File: src/rtl/bus_pkg.sv
// Shared Wishbone types, arbiter state encoding and master identifiers.
// Latency: n/a (types and constants only).
// Backpressure: n/a.
package bus_pkg;

    // Master-side request bundle as seen by the arbiter.
    typedef struct packed {
        logic [31:0] adr;
        logic [31:0] dat;
        logic        we;
        logic [3:0]  sel;
        logic        stb;
        logic        cyc;
    } wb_req_t;

    // Slave-side response bundle returned to the owning master.
    typedef struct packed {
        logic [31:0] dat;
        logic        ack;
        logic        rty;
        logic        err;
    } wb_rsp_t;

    typedef enum logic [1:0] {
        IDLE   = 2'd0,
        GRANT0 = 2'd1,
        GRANT1 = 2'd2
    } arb_state_t;

    localparam logic MASTER_DCACHE = 1'b0;
    localparam logic MASTER_ICACHE = 1'b1;

    // Winner of a tie: alternate away from the last owner in round-robin
    // mode, otherwise always the configured priority master.
    function automatic logic arb_pick(input logic rr_en, input logic prio,
                                      input logic last_grant);
        return rr_en ? ~last_grant : prio;
    endfunction

endpackage

File: src/rtl/wb_watchdog.sv
// Per-transaction stall watchdog: counts unanswered strobe cycles, fires once at the limit.
// Latency: fire_o is combinational in the limit cycle; timeout_o is visible the next cycle.
// Backpressure: none; it only observes the granted strobe and the slave response.
module wb_watchdog #(
    parameter int TIMEOUT_CYCLES = 255,
    parameter int TMO_W          = 8
) (
    input  logic clk,
    input  logic rst_n,
    input  logic active_i,
    input  logic rsp_i,
    input  logic clear_i,
    output logic fire_o,
    output logic timeout_o
);

    localparam bit               WD_EN = (TIMEOUT_CYCLES != 0);
    localparam logic [TMO_W-1:0] LIMIT = TMO_W'(TIMEOUT_CYCLES);

    logic [TMO_W-1:0] cnt_q, cnt_d;
    logic             flag_q, flag_d;

    // A slave answer in the limit cycle wins, so the abort requires no response.
    assign fire_o    = WD_EN && active_i && !rsp_i && (cnt_q == LIMIT);
    assign timeout_o = flag_q;

    // Next count: restart on any response, on idle and on abort; else count stalls.
    always_comb begin
        cnt_d  = cnt_q;
        flag_d = flag_q | fire_o;
        if (clear_i || rsp_i || fire_o) begin
            cnt_d = '0;
        end else if (active_i && WD_EN) begin
            cnt_d = cnt_q + TMO_W'(1);
        end
    end

    // Counter and sticky abort flag; only reset clears the flag.
    always_ff @(posedge clk or negedge rst_n) begin
        if (!rst_n) begin
            cnt_q  <= '0;
            flag_q <= 1'b0;
        end else begin
            cnt_q  <= cnt_d;
            flag_q <= flag_d;
        end
    end

endmodule

File: src/rtl/wb_arbiter_2m.sv
// Two-master (dcache M0, icache M1) to one-slave Wishbone arbiter with stall watchdog.
// Latency: 1 cycle cyc-to-grant; data path fully combinational while granted.
// Backpressure: losing master waits unanswered; grant held for the whole cyc period.
module wb_arbiter_2m
    import bus_pkg::*;
#(
    parameter int RR_EN          = 1,
    parameter int PRIO_MASTER    = 0,
    parameter int TIMEOUT_CYCLES = 255,
    parameter int TMO_W          = 8
) (
    input  logic        clk,
    input  logic        rst_n,
    input  logic [31:0] m0_adr_i,
    input  logic [31:0] m0_dat_i,
    input  logic        m0_we_i,
    input  logic        m0_stb_i,
    input  logic        m0_cyc_i,
    input  logic [3:0]  m0_sel_i,
    output logic [31:0] m0_dat_o,
    output logic        m0_ack_o,
    output logic        m0_rty_o,
    output logic        m0_err_o,
    input  logic [31:0] m1_adr_i,
    input  logic [31:0] m1_dat_i,
    input  logic        m1_we_i,
    input  logic        m1_stb_i,
    input  logic        m1_cyc_i,
    input  logic [3:0]  m1_sel_i,
    output logic [31:0] m1_dat_o,
    output logic        m1_ack_o,
    output logic        m1_rty_o,
    output logic        m1_err_o,
    output logic [31:0] s_adr_o,
    output logic [31:0] s_dat_o,
    output logic        s_we_o,
    output logic [3:0]  s_sel_o,
    output logic        s_stb_o,
    output logic        s_cyc_o,
    input  logic [31:0] s_dat_i,
    input  logic        s_ack_i,
    input  logic        s_rty_i,
    input  logic        s_err_i,
    output logic [1:0]  grant_o,
    output logic        timeout_o
);

    localparam logic RR_MODE  = (RR_EN != 0);
    localparam logic PRIO_SEL = (PRIO_MASTER != 0);

    arb_state_t state_q, state_d;
    logic       last_q, last_d;

    wb_req_t req0, req1, req_sel;
    wb_rsp_t rsp;
    logic    granted;
    logic    rsp_any;
    logic    wd_active;
    logic    wd_fire;

    assign req0 = '{adr: m0_adr_i, dat: m0_dat_i, we: m0_we_i, sel: m0_sel_i,
                    stb: m0_stb_i, cyc: m0_cyc_i};
    assign req1 = '{adr: m1_adr_i, dat: m1_dat_i, we: m1_we_i, sel: m1_sel_i,
                    stb: m1_stb_i, cyc: m1_cyc_i};
    assign rsp  = '{dat: s_dat_i, ack: s_ack_i, rty: s_rty_i, err: s_err_i};

    assign granted   = (state_q != IDLE);
    assign req_sel   = (state_q == GRANT1) ? req1 : req0;
    assign rsp_any   = rsp.ack | rsp.rty | rsp.err;
    // A strobe without cyc is not a bus request and must not age the watchdog.
    assign wd_active = granted && req_sel.stb && req_sel.cyc;

    // Read data is broadcast; only the ack/rty/err strobes qualify it.
    assign m0_dat_o = rsp.dat;
    assign m1_dat_o = rsp.dat;

    wb_watchdog #(
        .TIMEOUT_CYCLES (TIMEOUT_CYCLES),
        .TMO_W          (TMO_W)
    ) u_watchdog (
        .clk       (clk),
        .rst_n     (rst_n),
        .active_i  (wd_active),
        .rsp_i     (rsp_any),
        .clear_i   (!granted),
        .fire_o    (wd_fire),
        .timeout_o (timeout_o)
    );

    // Next-state: arbitrate in IDLE; release on cyc drop or watchdog abort.
    always_comb begin
        state_d = state_q;
        last_d  = last_q;
        case (state_q)
            IDLE: begin
                if (m0_cyc_i && m1_cyc_i) begin
                    state_d = arb_pick(RR_MODE, PRIO_SEL, last_q) ? GRANT1 : GRANT0;
                end else if (m0_cyc_i) begin
                    state_d = GRANT0;
                end else if (m1_cyc_i) begin
                    state_d = GRANT1;
                end
            end
            GRANT0: begin
                if (!m0_cyc_i || wd_fire) begin
                    state_d = IDLE;
                    last_d  = MASTER_DCACHE;
                end
            end
            GRANT1: begin
                if (!m1_cyc_i || wd_fire) begin
                    state_d = IDLE;
                    last_d  = MASTER_ICACHE;
                end
            end
            default: state_d = IDLE;
        endcase
    end

    // Bus mux and response steering; an abort kills stb/cyc and reports err.
    always_comb begin
        s_adr_o  = '0;
        s_dat_o  = '0;
        s_we_o   = 1'b0;
        s_sel_o  = '0;
        s_stb_o  = 1'b0;
        s_cyc_o  = 1'b0;
        m0_ack_o = 1'b0;
        m0_rty_o = 1'b0;
        m0_err_o = 1'b0;
        m1_ack_o = 1'b0;
        m1_rty_o = 1'b0;
        m1_err_o = 1'b0;
        grant_o  = 2'b00;
        if (granted) begin
            s_adr_o = req_sel.adr;
            s_dat_o = req_sel.dat;
            s_we_o  = req_sel.we;
            s_sel_o = req_sel.sel;
            s_stb_o = req_sel.stb && req_sel.cyc && !wd_fire;
            s_cyc_o = req_sel.cyc && !wd_fire;
        end
        if (state_q == GRANT0) begin
            grant_o  = 2'b01;
            m0_ack_o = rsp.ack;
            m0_rty_o = rsp.rty;
            m0_err_o = rsp.err | wd_fire;
        end
        if (state_q == GRANT1) begin
            grant_o  = 2'b10;
            m1_ack_o = rsp.ack;
            m1_rty_o = rsp.rty;
            m1_err_o = rsp.err | wd_fire;
        end
    end

    // State and last-owner registers; last owner resets to M1 so M0 wins the first tie.
    always_ff @(posedge clk or negedge rst_n) begin
        if (!rst_n) begin
            state_q <= IDLE;
            last_q  <= MASTER_ICACHE;
        end else begin
            state_q <= state_d;
            last_q  <= last_d;
        end
    end

endmodule
File: config.mk
export PLATFORM = sky130hd
export DESIGN_NAME = wb_arbiter_2m
export DESIGN_NICKNAME = d
export VERILOG_FILES = /design/src/rtl/bus_pkg.sv /design/src/rtl/wb_watchdog.sv /design/src/rtl/wb_arbiter_2m.sv
export SDC_FILE = /design/constraint.sdc
export NUM_CORES = 1
export LEC_CHECK = 0
export BUFFER_PORTS_ARGS = -buffer_cell sky130_fd_sc_hd__buf_2
export CAP_MARGIN = 20
export CORE_AREA = 2 2 124 126
export DETAILED_ROUTE_END_ITERATION = 7
export DIE_AREA = 0 0 126 128
export MAX_ROUTING_LAYER = met4
export PLACE_DENSITY = 0.49
export SLEW_MARGIN = 20
export SYNTH_ARGS = -nofsm -noshare
export SYNTH_HDL_FRONTEND = slang
export SYNTH_HIERARCHICAL = 1
export SYNTH_SLANG_ARGS = --single-unit
File: constraint.sdc
create_clock -name clk -period 3 [get_ports clk]
set_input_delay 0.45 -clock clk [delete_from_list [all_inputs] [get_ports clk]]
set_output_delay 0.45 -clock clk [all_outputs]
set_load 0.1 [all_outputs]
# After elaboration in Yosys (flattened, before gate mapping)
# Index checks and enable logic that the tools add are counted.
dict set report op_classes {
  n_addsub 1
  eq_ne 6
  n_mux 27
  bitwise_logic 4
  n_reduce_logical 23
}
# cell n
set op_table {}
lappend op_table {{two-way mux 71 bit} 1}
lappend op_table {{two-way mux 32 bit} 2}
lappend op_table {{two-way mux 8 bit} 2}
lappend op_table {{two-way mux 2 bit} 7}
lappend op_table {{two-way mux 1 bit} 12}
lappend op_table {{adder 8 x 1 -> 8 bit (second input constant)} 1}
lappend op_table {{== test 8 bit (second input constant)} 1}
lappend op_table {{logical AND 1 bit} 8}
lappend op_table {{one-hot mux 2 bit (3 select lines)} 1}
lappend op_table {{AND reduction 3 bit} 2}
lappend op_table {{nonzero test 2 bit} 3}
lappend op_table {{logical NOT 1 bit} 5}
lappend op_table {{logical OR 1 bit} 4}
lappend op_table {{two-way mux 4 bit} 1}
lappend op_table {{!= test 4 bit (second input constant)} 1}
lappend op_table {{bitwise OR 1 bit} 4}
lappend op_table {{== test 2 x 1 -> 1 bit (second input constant)} 1}
lappend op_table {{== test 2 bit (second input constant)} 1}
lappend op_table {{logical NOT 2 bit} 1}
lappend op_table {{!= test 2 x 1 -> 1 bit (second input constant)} 1}
lappend op_table {{!= test 2 bit (second input constant)} 1}
lappend op_table {{one-hot mux 1 bit (2 select lines)} 1}
dict set report word_totals {
  regBits 12
  in_bits 179
  output_inout_bits 144
}

# Longest topological paths before layout
# Gate-level depths: netlist of run 1.
dict set report logic_depth {
  depth_word 9
  ltp_mapped 9
  mapped_depth_nobuf 7
}

# Modules after synthesis
# Netlist of run 1, hierarchy kept.
# module n_inst cells_per_inst area_each_um2 seq_area_each_um2
set by_module_without_submodules {}
lappend by_module_without_submodules {wb_arbiter_2m 1 307 1779.2 76.3}
lappend by_module_without_submodules {wb_watchdog 1 45 450.4 225.2}

# Worst setup path after synthesis of run 1
# Ideal clock, no wire load.
dict set report synth_timing {
  path_type {register to output}
  startpoint {register state_q[0]}
  endpoint {output port s_sel_o[0]}
  arrival_ns 2.824
  path_slack_ns -0.274
  stages_incl_launch_ff 4
  path_buffers 2
  path_cell_list {dfrtp_1 buf_6 buf_2 o21ai_0}
}
dict set report synth_via {
  elab_chain_cells 3
  word_cells_on_any_way 4
  cone_classes {eq/ne (1); mux (2); reduce/logical (1)}
}
# element line
set synth_lines {}
lappend synth_lines {{start: declaration} wb_arbiter_2m.sv:51} ;# arb_state_t state_q, state_d;
lappend synth_lines {{start signal: assignment} wb_arbiter_2m.sv:163} ;# state_q <= state_d;
lappend synth_lines {{== test 2 bit} wb_arbiter_2m.sv:68} ;# assign req_sel = (state_q == GRANT1) ? req1 : req0;
lappend synth_lines {{two-way mux 71 bit} wb_arbiter_2m.sv:68}
lappend synth_lines {{two-way mux 4 bit (*)} wb_arbiter_2m.sv:135} ;# if (granted) begin
lappend synth_lines {{end: declaration} wb_arbiter_2m.sv:37} ;# output logic [3:0] s_sel_o,
# Mark *: on every way between the ends. The rest lies on a longest branch, timed or not.

# Worst setup path in the final report of run 1
dict set report layout_timing {
  startpoint {register state_q[0]}
  endpoint {output port s_adr_o[31]}
}
dict set report layout_via {
  elab_chain_cells 3
  word_cells_on_any_way 4
  cone_classes {eq/ne (1); mux (2); reduce/logical (1)}
}
# element line
set layout_lines {}
lappend layout_lines {{== test 2 bit} wb_arbiter_2m.sv:68}
lappend layout_lines {{two-way mux 71 bit} wb_arbiter_2m.sv:68}
lappend layout_lines {{two-way mux 32 bit (*)} wb_arbiter_2m.sv:135}
lappend layout_lines {{end: declaration} wb_arbiter_2m.sv:34} ;# output logic [31:0] s_adr_o,
# Marked as above.

==> impl_results.md, run 1 <==
- Yosys warning total: 6
- Setup crit end kind: primary output
- Crit. Startpoint: state_q[0]
- TritonCTS clock tree: done
- Reg2reg end: u_watchdog/cnt_q[7]
- TritonCTS buffer count: 3
- Post-CTS setup buffers: 0
- Row count: 45
- DRT iter0 DRCs: 67
- Tightest hold margin: 91.0 ps
- Critical Path Source Type: flop
- Area grow syn2layout: 39.2%
- Endpoints failing setup: 0
- Placed cell areas: between 3000 and 4000 µm²
- Die W: 126 µm
- GRT Total Usage: 10.7%
- Clock Sinks: 12
- Most frequent cell after synthesis: nand2_1
- WL/cell: 13.8 µm
- Global-route wire length before repair: 13.4 mm
- Slowest cell on the critical path: dfrtp_4
- Commonest cells in the netlist: 125 x nand2_1, 70 x buf_4, 45 x o21ai_1
- Clk root buf: clkbuf_16
- Crit path max fanout: 135
- Worst Path Arrival: 1970 ps
- Number of global-route vias before repair: between 2000 and 2500
- Depth of the most critical reg-to-reg path: 5
- Pwr dens: 899 nW/µm²
- Outcome: complete, no violations
- Post-cts gate resize count: 0
- Routed Antenna Nets: 0
- Nets@finish: just under 700
- HP Class: primary input to async pin
- Final WS setup: between 500 and 600 ps
- Worst slack at placement: 652 ps
- Slew margin rel.: about 63%
- Die area: 16100 µm²
- Port Buffers: 226
- # IOs: 323
- Tcrit/Tclk final: 80.6%
- Share of layout cells above drive strength 1: 49.6%
- Post-synth ARST share: 100%
- Register area share after synthesis: between 10% and 20%
- Cells along the critical path: buf_12 -> nor2b_4 -> a22o_1 -> buf_2
- Post-DP HPWL: 7.84 mm
- Total Power: ~2800 µW
- CP Class: flop to primary output
- Post-layout util: 20.9%
- Crit path to: s_adr_o[31]
- P_leak: 0.00162 µW
- Post-route cell area: 3100 µm²
- Clock skew: 0.650 ps
- Diodes inserted: 0
- FF+latch count, synth: 12
- Main area contributors after synthesis: buf_4 24%, nand2_1 21%, dfrtp_1 12%
- Fin. Hold Viols: 0
- Max Cap Violations: 0
- Core area: 14900 µm²
- R2r setup slk: approximately 1300 ps
- CP top delay family: buffers and inverters
- Syn Inst Count: 352
- Max Slew Vio Count: 0
- Gpl congestion: 0.829
- Cell type with the largest total area after synthesis: buf_4
- Synthesized cell area: roughly 2200 µm²
- Clk Latency, worst-skew pair: 240 ps
- Critical Path RT: 2550 ps
- Post-synth top area share: between 20% and 30%
- Unrepaired setup endpoints after global routing: false
- Slew at the pin closest to its max-slew limit: 548 ps
- F_max: 414 MHz
- Final wirelength: between 9 and 10 mm
- Vias: roughly 2700
- Starting Density: 15.0%
- Largest net degree at the start of global routing: about 140
- Die span in y: ~130 µm
- DRC violation count after routing: 0
- Syn nets: 532
- Buffers & Inverters on Critical Path: 2
- Clock-pin transition on the worst setup and hold timing paths: ~40 ps
- Final Critical Period: 2420 ps
- Initial DRT Pass Iterations: 4
- Distinct cell type count after synthesis: 39
- Initial antenna violation count: 0
- Syn Area/Cell: ~6.3 µm²
- Grt total ovfl: 0
- Synth Flop Type: dfrtp_1
- # H-tree levels: 1
- Cts hold-fix bufs: 0
- Routed vias/inst: approximately 3.9
- Longest Clk Path Bufs: 2
- Critical Path Max Stage Delay: approximately 500 ps
- Crit Reg-Reg Startpoint: state_q[0]
- Max VDD drop: 0.504 mV
- Worst path depth: 4
- EDFF count, synth: 0
## metrics by stage
stage	TNS (ps)	std cells
after CTS	0	686
after detailed placement	0	682
after global placement	0	682
after floorplan	-1900	352
after global routing	0	686
final	0	686
## power breakdown
| part | internal (µW) | total [µW] | switching [µW] |
|---|---|---|---|
| Combinational | 364 | 2320 | 1950 |
| Sequential | 182 | 198 | 16.0 |
| Clock | 202 | 275 | 73.2 |
| Total | 748 | 2790 | 2040 |
## how the worst min path moves through the flow
stage	to	slack [ps]	cells past startpoint
finish	u_watchdog/cnt_q[7]	90	1
global placement	state_q[0]	360	1
global route	u_watchdog/cnt_q[7]	100	1
detailed placement	u_watchdog/timeout_o	360	1
floorplan	state_q[0]	150	0
CTS	u_watchdog/cnt_q[7]	90	1
## sequential cells by signal, indices dropped and copies added (netlist names)
signal,count
last_q,1
state_q,2
u_watchdog/cnt_q,8
u_watchdog/timeout_o,1
## layout make-up
type | count | area, µm²
fill | 1733 | 11800
sequential | 12 | 307
timing repair buffer | 231 | 1220
inverter | 1 | 3.75
tap | 188 | 235
clock buffer | 4 | 88.8
multi-input combinational | 250 | 1240
## cell families (layout without fill, tap and decap cells)
group / count (synthesis) / in the layout / share of synthesized area [%]
compound gates: 85 / 85 / 22.3
xor+xnor: 4 / 4 / 1.57
simple gates: 159 / 159 / 30.8
mux: 1 / 1 / 0.449
buf+inv: 90 / 236 / 30.8
flops: 12 / 12 / 13.5
fa+ha+maj: 1 / 1 / 0.561
## metal layers
layer  vias up  wire [µm]  global-route usage (%)
met5         -          0                       -
met4         0        108                    1.87
met3        12        958                    2.75
met2       178       4770                    18.9
met1      1097       3630                    12.4
li1       1379          -                       -
## worst register-to-register path: cells and delay by family, from the launching register on
| kind | cells | cell delay, ps |
|---|---|---|
| buf+inv | 1 | 190 |
| flops | 1 | 500 |
| compound gates | 2 | 380 |
| simple gates | 2 | 590 |
## cell usage in the layout, fill, tap and decap left out, drive strengths merged
master	instances
a2111oi	1
a21oi	5
a22o	10
a31oi	1
and2	4
and2b	1
buf	231
clkbuf	4
dfrtp	11
dfstp	1
ha	1
inv	1
mux2i	1
nand2	125
nand2b	2
nand3	5
nand3b	1
nand4	2
nor2	7
nor2b	3
nor3	1
nor3b	2
o211ai	1
o21a	2
o21ai	64
o31ai	1
or2	2
or3	3
or4	1
xnor2	1
xor2	3
No activity file was read; power rests on OpenSTA's default activity.
==> inputs of run 2 (changes only) <==
--- a/config.mk
+++ b/config.mk
@@ -7,9 +7,9 @@
 export LEC_CHECK = 0
 export BUFFER_PORTS_ARGS = -buffer_cell sky130_fd_sc_hd__buf_2
 export CAP_MARGIN = 20
-export CORE_AREA = 2 2 124 126
+export CORE_AREA = 2 2 127 129
 export DETAILED_ROUTE_END_ITERATION = 7
-export DIE_AREA = 0 0 126 128
+export DIE_AREA = 0 0 129 131
 export MAX_ROUTING_LAYER = met4
 export PLACE_DENSITY = 0.49
 export SLEW_MARGIN = 20
==> constraint.sdc (replaced) <==
create_clock -name clk -period 2.1 [get_ports clk]
set_input_delay 0.315 -clock clk [delete_from_list [all_inputs] [get_ports clk]]
set_output_delay 0.315 -clock clk [all_outputs]
set_load 0.1 [all_outputs]
==> run 2 against run 1 <==
  * Worst hold slack gained 290 ps
  * Count of clock-buffer cells in the layout is the same
  * Cell count grew 5.7%
  * Final area grew 49%
  * Combinational power grew 98%
  * Wire length grew 1.1%
  * Sequential cell count is the same
==> impl_results.md, run 2 (synthesis results as in run 1) <==
- Final Critical Period: between 2000 and 2500 ps
- Grt total ovfl: 0
- Routed Antenna Nets: 0
- Endpoints failing setup: 0
- Min-delay src: m0_cyc_i
- Slew at the pin closest to its max-slew limit: just over 500 ps
- Layout Cells excl Fill: 725
- Clk root buf: clkbuf_16
- Fill count: 1672
- # IOs: 323
- Max Slew Vio Count: 0
- Depth of the most critical reg-to-reg path: 5
- Longest Clk Path Bufs: 2
- Clock-pin transition on the worst setup and hold timing paths: around 40 ps
- DRT iter0 DRCs: 61
- Comb pwr share: ~87%
- Clock Sinks: 12
- Crit Reg-Reg Startpoint: state_q[0]
- Sequential cell area: roughly 310 µm²
- R2r setup slk: between 300 and 400 ps
- Number of flip-flops in the largest register: 8
- Die area: about 17000 µm²
- HP Class: primary input to flop
- Tightest hold margin: 382 ps
- Reg2reg end: u_watchdog/cnt_q[0]
- Largest Register: u_watchdog/cnt_q
- Placed cells: slightly above 700
- Total Power: 5270 µW
- Critical Path Source Type: flop
- # H-tree levels: 1
- Initial DRT Pass Iterations: 4
- Row count: 46
- Top flop regs: u_watchdog/cnt_q (8), state_q (2)
- Die span in y: 131 µm
- Global-route wire length before repair: 12.8 mm
- Sequential power share: 5.4%
- Final wirelength: 9.57 mm
- Setup crit end kind: primary output
- Clk Latency, worst-skew pair: 240 ps
- WL/cell: about 13 µm
- Diodes inserted: 0
- WHS Endpoint: state_q[0]
- Unrepaired setup endpoints after global routing: true
- TritonCTS buffer count: 3
- Net Sw Frac: 60.5%
- Hold path cells: 3
- Clock skew: 3.15 ps
- DRC violation count after routing: 0
- Starting Density: between 10% and 20%
- TritonCTS clock tree: done
- F_max: 483 MHz
- Pwr dens: approximately 1100 nW/µm²
- Worst Path Arrival: 1750 ps
- Largest net degree at the start of global routing: 71
- Area grow syn2layout: 108%
- Clock power share: 7.3%
- P_leak: 0.00208 µW
- Max VDD drop: around 0.55 mV
- Slew margin rel.: 65.3%
- Tcrit/Tclk final: 98.5%
- Vias: 2782
- Die W: 129 µm
- Crit path max fanout: 6
- GRT Total Usage: 9.74%
- Most frequent cells in the layout: 147 x buf_2, 125 x nand2_1, 81 x buf_12
- Fin. Hold Viols: 0
- Share of layout cells above drive strength 1: 60.5%
- Multi-input gate area: approximately 1500 µm²
- Core area: 15600 µm²
- Port Buffers: 226
- Routed vias/inst: 3.84
- CP Class: flop to primary output
- Gpl congestion: 0.804
- Switching power: between 3000 and 4000 µW
- Max Cap Violations: 0
- Number of global-route vias before repair: between 2000 and 2500
- Nets@finish: between 600 and 700
- Commonest non-fill, non-tap cell in the layout: buf_2
- Initial antenna violation count: 0
- Cell Int Power: 2080 µW
- Post-DP HPWL: approximately 7.8 mm
- Outcome: complete, no violations
- Critical Path RT: 1780 ps
==> run 2: metal layers <==
layer,global-route usage (%),wire (µm),up-vias
li1,-,-,1419
met5,-,0,-
met4,1.92,142,0
met2,17.8,5050,133
met3,1.18,611,20
met1,11.5,3770,1210
==> run 2: timing repair <==
action / in CTS / in global routing
buffers inserted: 2 / 4
gates cloned: 0 / 1
endpoints found under the setup margin: 14 / 11
gates resized for setup: 2 / 5
pin swaps: 0 / 4
hold endpoints to repair: 11 / 0
hold buffers: 1 / 0
==> run 2: power by group through the flow <==
stage	Clock [µW]	Combinational, µW	Sequential [µW]
after CTS	390	4590	283
after global routing	403	4760	286
after global placement	0	4550	285
after detailed placement	0	4550	286
final	386	4600	282
after floorplan	0	3540	276
==> run 2: worst max path at each step <==
stage          slack [ps]       start  cells after the start          end
5_1_grt               -50  state_q[0]                      6     m1_err_o
3_3_place_gp           50     s_rty_i                      7      s_stb_o
6_report               30  state_q[0]                      6     m1_err_o
3_5_place_dp           40     s_rty_i                      7      s_cyc_o
4_1_cts                10  state_q[0]                      6     m0_err_o
2_1_floorplan        -320  state_q[1]                      4  s_adr_o[13]
==> run 2: worst max-delay path: stages, from the launching register on <==
cell	delay (ps)
dfrtp_4	480
o21ai_2	140
nand4_1	180
nor3_4	250
buf_12	150
o21a_4	130
buf_12	160
==> run 2: through the flow <==
step	setup TNS, ps	instance area, µm²	setup slack (ps)	utilization, %
4_1_cts	0	4560	10.7	29.2
5_1_grt	-96.9	4630	-48.6	29.7
3_5_place_dp	0	4430	42.4	28.4
6_report	0	4630	31.7	29.7
2_1_floorplan	-5610	2440	-317	-
3_3_place_gp	0	4430	52.8	28.4
==> run 2: final cells by class <==
class                   count  share of cell area (%)
multi-input cells         250                    31.4
inverters                   1                  0.0810
well taps                 216                    5.83
repair buffers            242                    54.1
clock buffers               4                    1.92
flip-flops and latches     12                    6.62
==> inputs of run 3 (changes only) <==
--- a/config.mk
+++ b/config.mk
@@ -10,8 +10,8 @@
 export CORE_AREA = 2 2 127 129
 export DETAILED_ROUTE_END_ITERATION = 7
 export DIE_AREA = 0 0 129 131
-export MAX_ROUTING_LAYER = met4
 export PLACE_DENSITY = 0.49
+export SKIP_CTS_REPAIR_TIMING = 1
 export SLEW_MARGIN = 20
 export SYNTH_ARGS = -nofsm -noshare
 export SYNTH_HDL_FRONTEND = slang
==> constraint.sdc (replaced) <==
create_clock -name clk -period 1.89 [get_ports clk]
set_input_delay 0.2835 -clock clk [delete_from_list [all_inputs] [get_ports clk]]
set_output_delay 0.2835 -clock clk [all_outputs]
set_load 0.1 [all_outputs]
==> run 3 against run 2 <==
  * The flow now finishes with violations (setup timing)
  * Critical path depth is the same
  * Sequential share of layout area shrank 0.73 points
  * First-iteration DRC count fell by 3.3%
  * Wire length is 8.1% higher
  * Critical path type unchanged
  * Critical endpoint is now m0_err_o
  * Largest cell class unchanged
==> impl_results.md, run 3 (synthesis results as in run 1) <==
- Critical Path Most Common Cell: buf_12
- Fin. Hold Viols: 0
- Tcrit/Tclk final: 108%
- Grt total ovfl: 0
- Most frequent cells in the layout: 147 x buf_2, 117 x nand2_1, 85 x buf_12
- Post-layout util: 33.4%
- Gpl congestion: 0.751
- Buffers & Inverters on Critical Path: 2
- Vias: 2901
- Post-DP HPWL: between 8 and 9 mm
- DRC violation count after routing: 0
- Max VDD drop: 0.613 mV
- Die area: between 15000 and 20000 µm²
- Placed cells: 730
- Unrepaired setup endpoints after global routing: true
- Row count: 46
- Depth of the most critical reg-to-reg path: 5
- Commonest non-fill, non-tap cell in the layout: buf_2
- Max Cap Violations: 0
- Critical Path RT: 1610 ps
- Fill count: 1591
- HP Class: primary input to flop
- Die W: ~130 µm
- Slew at the pin closest to its max-slew limit: ~500 ps
- Clock Sinks: 12
- Longest Clk Path Bufs: 2
- Top flop regs: u_watchdog/cnt_q (8), state_q (2)
- Number of flip-flops in the largest register: 8
- Final WS setup: -154 ps
- Worst path depth: 6
- Clk root buf: clkbuf_16
- Initial DRT Pass Iterations: 4
- Multi-input gate area: 1810 µm²
- Total Power: approximately 6300 µW
- R2r setup slk: between 200 and 250 ps
- Setup crit end kind: primary output
- Final wirelength: slightly above 10 mm
- Layout Cells excl Fill: 742
- Slowest cell on the critical path: dfrtp_4
- Global-route wire length before repair: 13.2 mm
- Clk Latency, worst-skew pair: between 200 and 250 ps
- Diodes inserted: 0
- Crit path to: m0_err_o
- Final Critical Period: a little over 2000 ps
- Number of global-route vias before repair: 2516
- Area grow syn2layout: 134%
- Largest Register: u_watchdog/cnt_q
- Clock-pin transition on the worst setup and hold timing paths: 40 ps
- Pwr dens: 1210 nW/µm²
- Failing checks: setup timing
- Nets@finish: about 710
- Routed Antenna Nets: 0
- WL/cell: 13.9 µm
- Slew margin rel.: 66.6%
- Initial antenna violation count: 0
- DRT iter0 DRCs: between 50 and 60
- Setup tns final: -1350 ps
- Sequential cell area: 307 µm²
- P_leak: 0.00229 µW
- TritonCTS buffer count: 3
- Share of layout cells above drive strength 1: 67.5%
- Outcome: finished, violations left
- Cells along the critical path: o21ai_2 -> nand4_1 -> nor3_4 -> buf_12 -> o21a_4 -> buf_12
- Die span in y: 131 µm
- Clock skew: 2.76 ps
- Critical Path Max Stage Delay: 490 ps
- CP Class: flop to primary output
- F_max: 489 MHz
- Crit. Startpoint: state_q[0]
- Starting Density: ~14%
- Endpoints failing setup: 35
- # IOs: 323
- Critical Path Source Type: flop
- Port Buffers: 226
- GRT Total Usage: 9.86%
- Reg2reg end: u_watchdog/cnt_q[7]
- Largest net degree at the start of global routing: 55
- Core area: 15600 µm²
- Crit path max fanout: 4
- Worst Path Arrival: ~1800 ps
- Routed vias/inst: between 3 and 4
- CP top delay family: flip-flops
- Crit Reg-Reg Startpoint: state_q[0]
- TritonCTS clock tree: done
- Max Slew Vio Count: 0
- Hold path cells: 3
- # H-tree levels: 1
-- run 3: area by class of cell --
type                    count  share of cell area (%)
repair buffers            259                    52.4
clock buffers               4                    1.71
multi-input cells         250                    34.8
well taps                 216                    5.19
flip-flops and latches     12                    5.89
inverters                   1                  0.0721
-- run 3: metal layers --
metal / wire length, µm / global-route usage, % / part of all wire [%]
met1: 3910 / 12.0 / 38
met2: 5610 / 18.1 / 54
met3: 673 / 1.83 / 6.5
met4: 142 / 2.17 / 1.4
met5: 0 / 0 / 0
-- run 3: worst register-to-register path, cell delays in order (launching register included) --
cell,delay (ps)
dfrtp_4,490
o21ai_2,140
buf_4,170
nand3_2,100
or4_1,510
a31oi_1,160
-- run 3: report_power, final --
part	switching, µW	internal [µW]
Combinational	3600	1960
Clock	112	319
Sequential	23.6	289
-- run 3: metrics by stage --
| stage | setup slack [ps] | hold WS (ps) | instance area [µm²] |
|---|---|---|---|
| 2_1_floorplan | -496 | -12.1 | 2440 |
| 3_3_place_gp | -88.3 | 186 | 4580 |
| 3_5_place_dp | -96.2 | 187 | 4580 |
| 4_1_cts | -195 | -71.3 | 4670 |
| 5_1_grt | -226 | 363 | 5210 |
| 6_report | -154 | 336 | 5210 |
-- run 3: how the worst min path moves through the flow --
stage	start	end	slack, ps
2_1_floorplan	rst_n	state_q[0]	-10
3_5_place_dp	rst_n	u_watchdog/cnt_q[3]	190
3_3_place_gp	rst_n	u_watchdog/cnt_q[2]	190
4_1_cts	rst_n	u_watchdog/cnt_q[3]	-70
5_1_grt	m0_cyc_i	state_q[0]	360
6_report	m0_cyc_i	state_q[0]	340
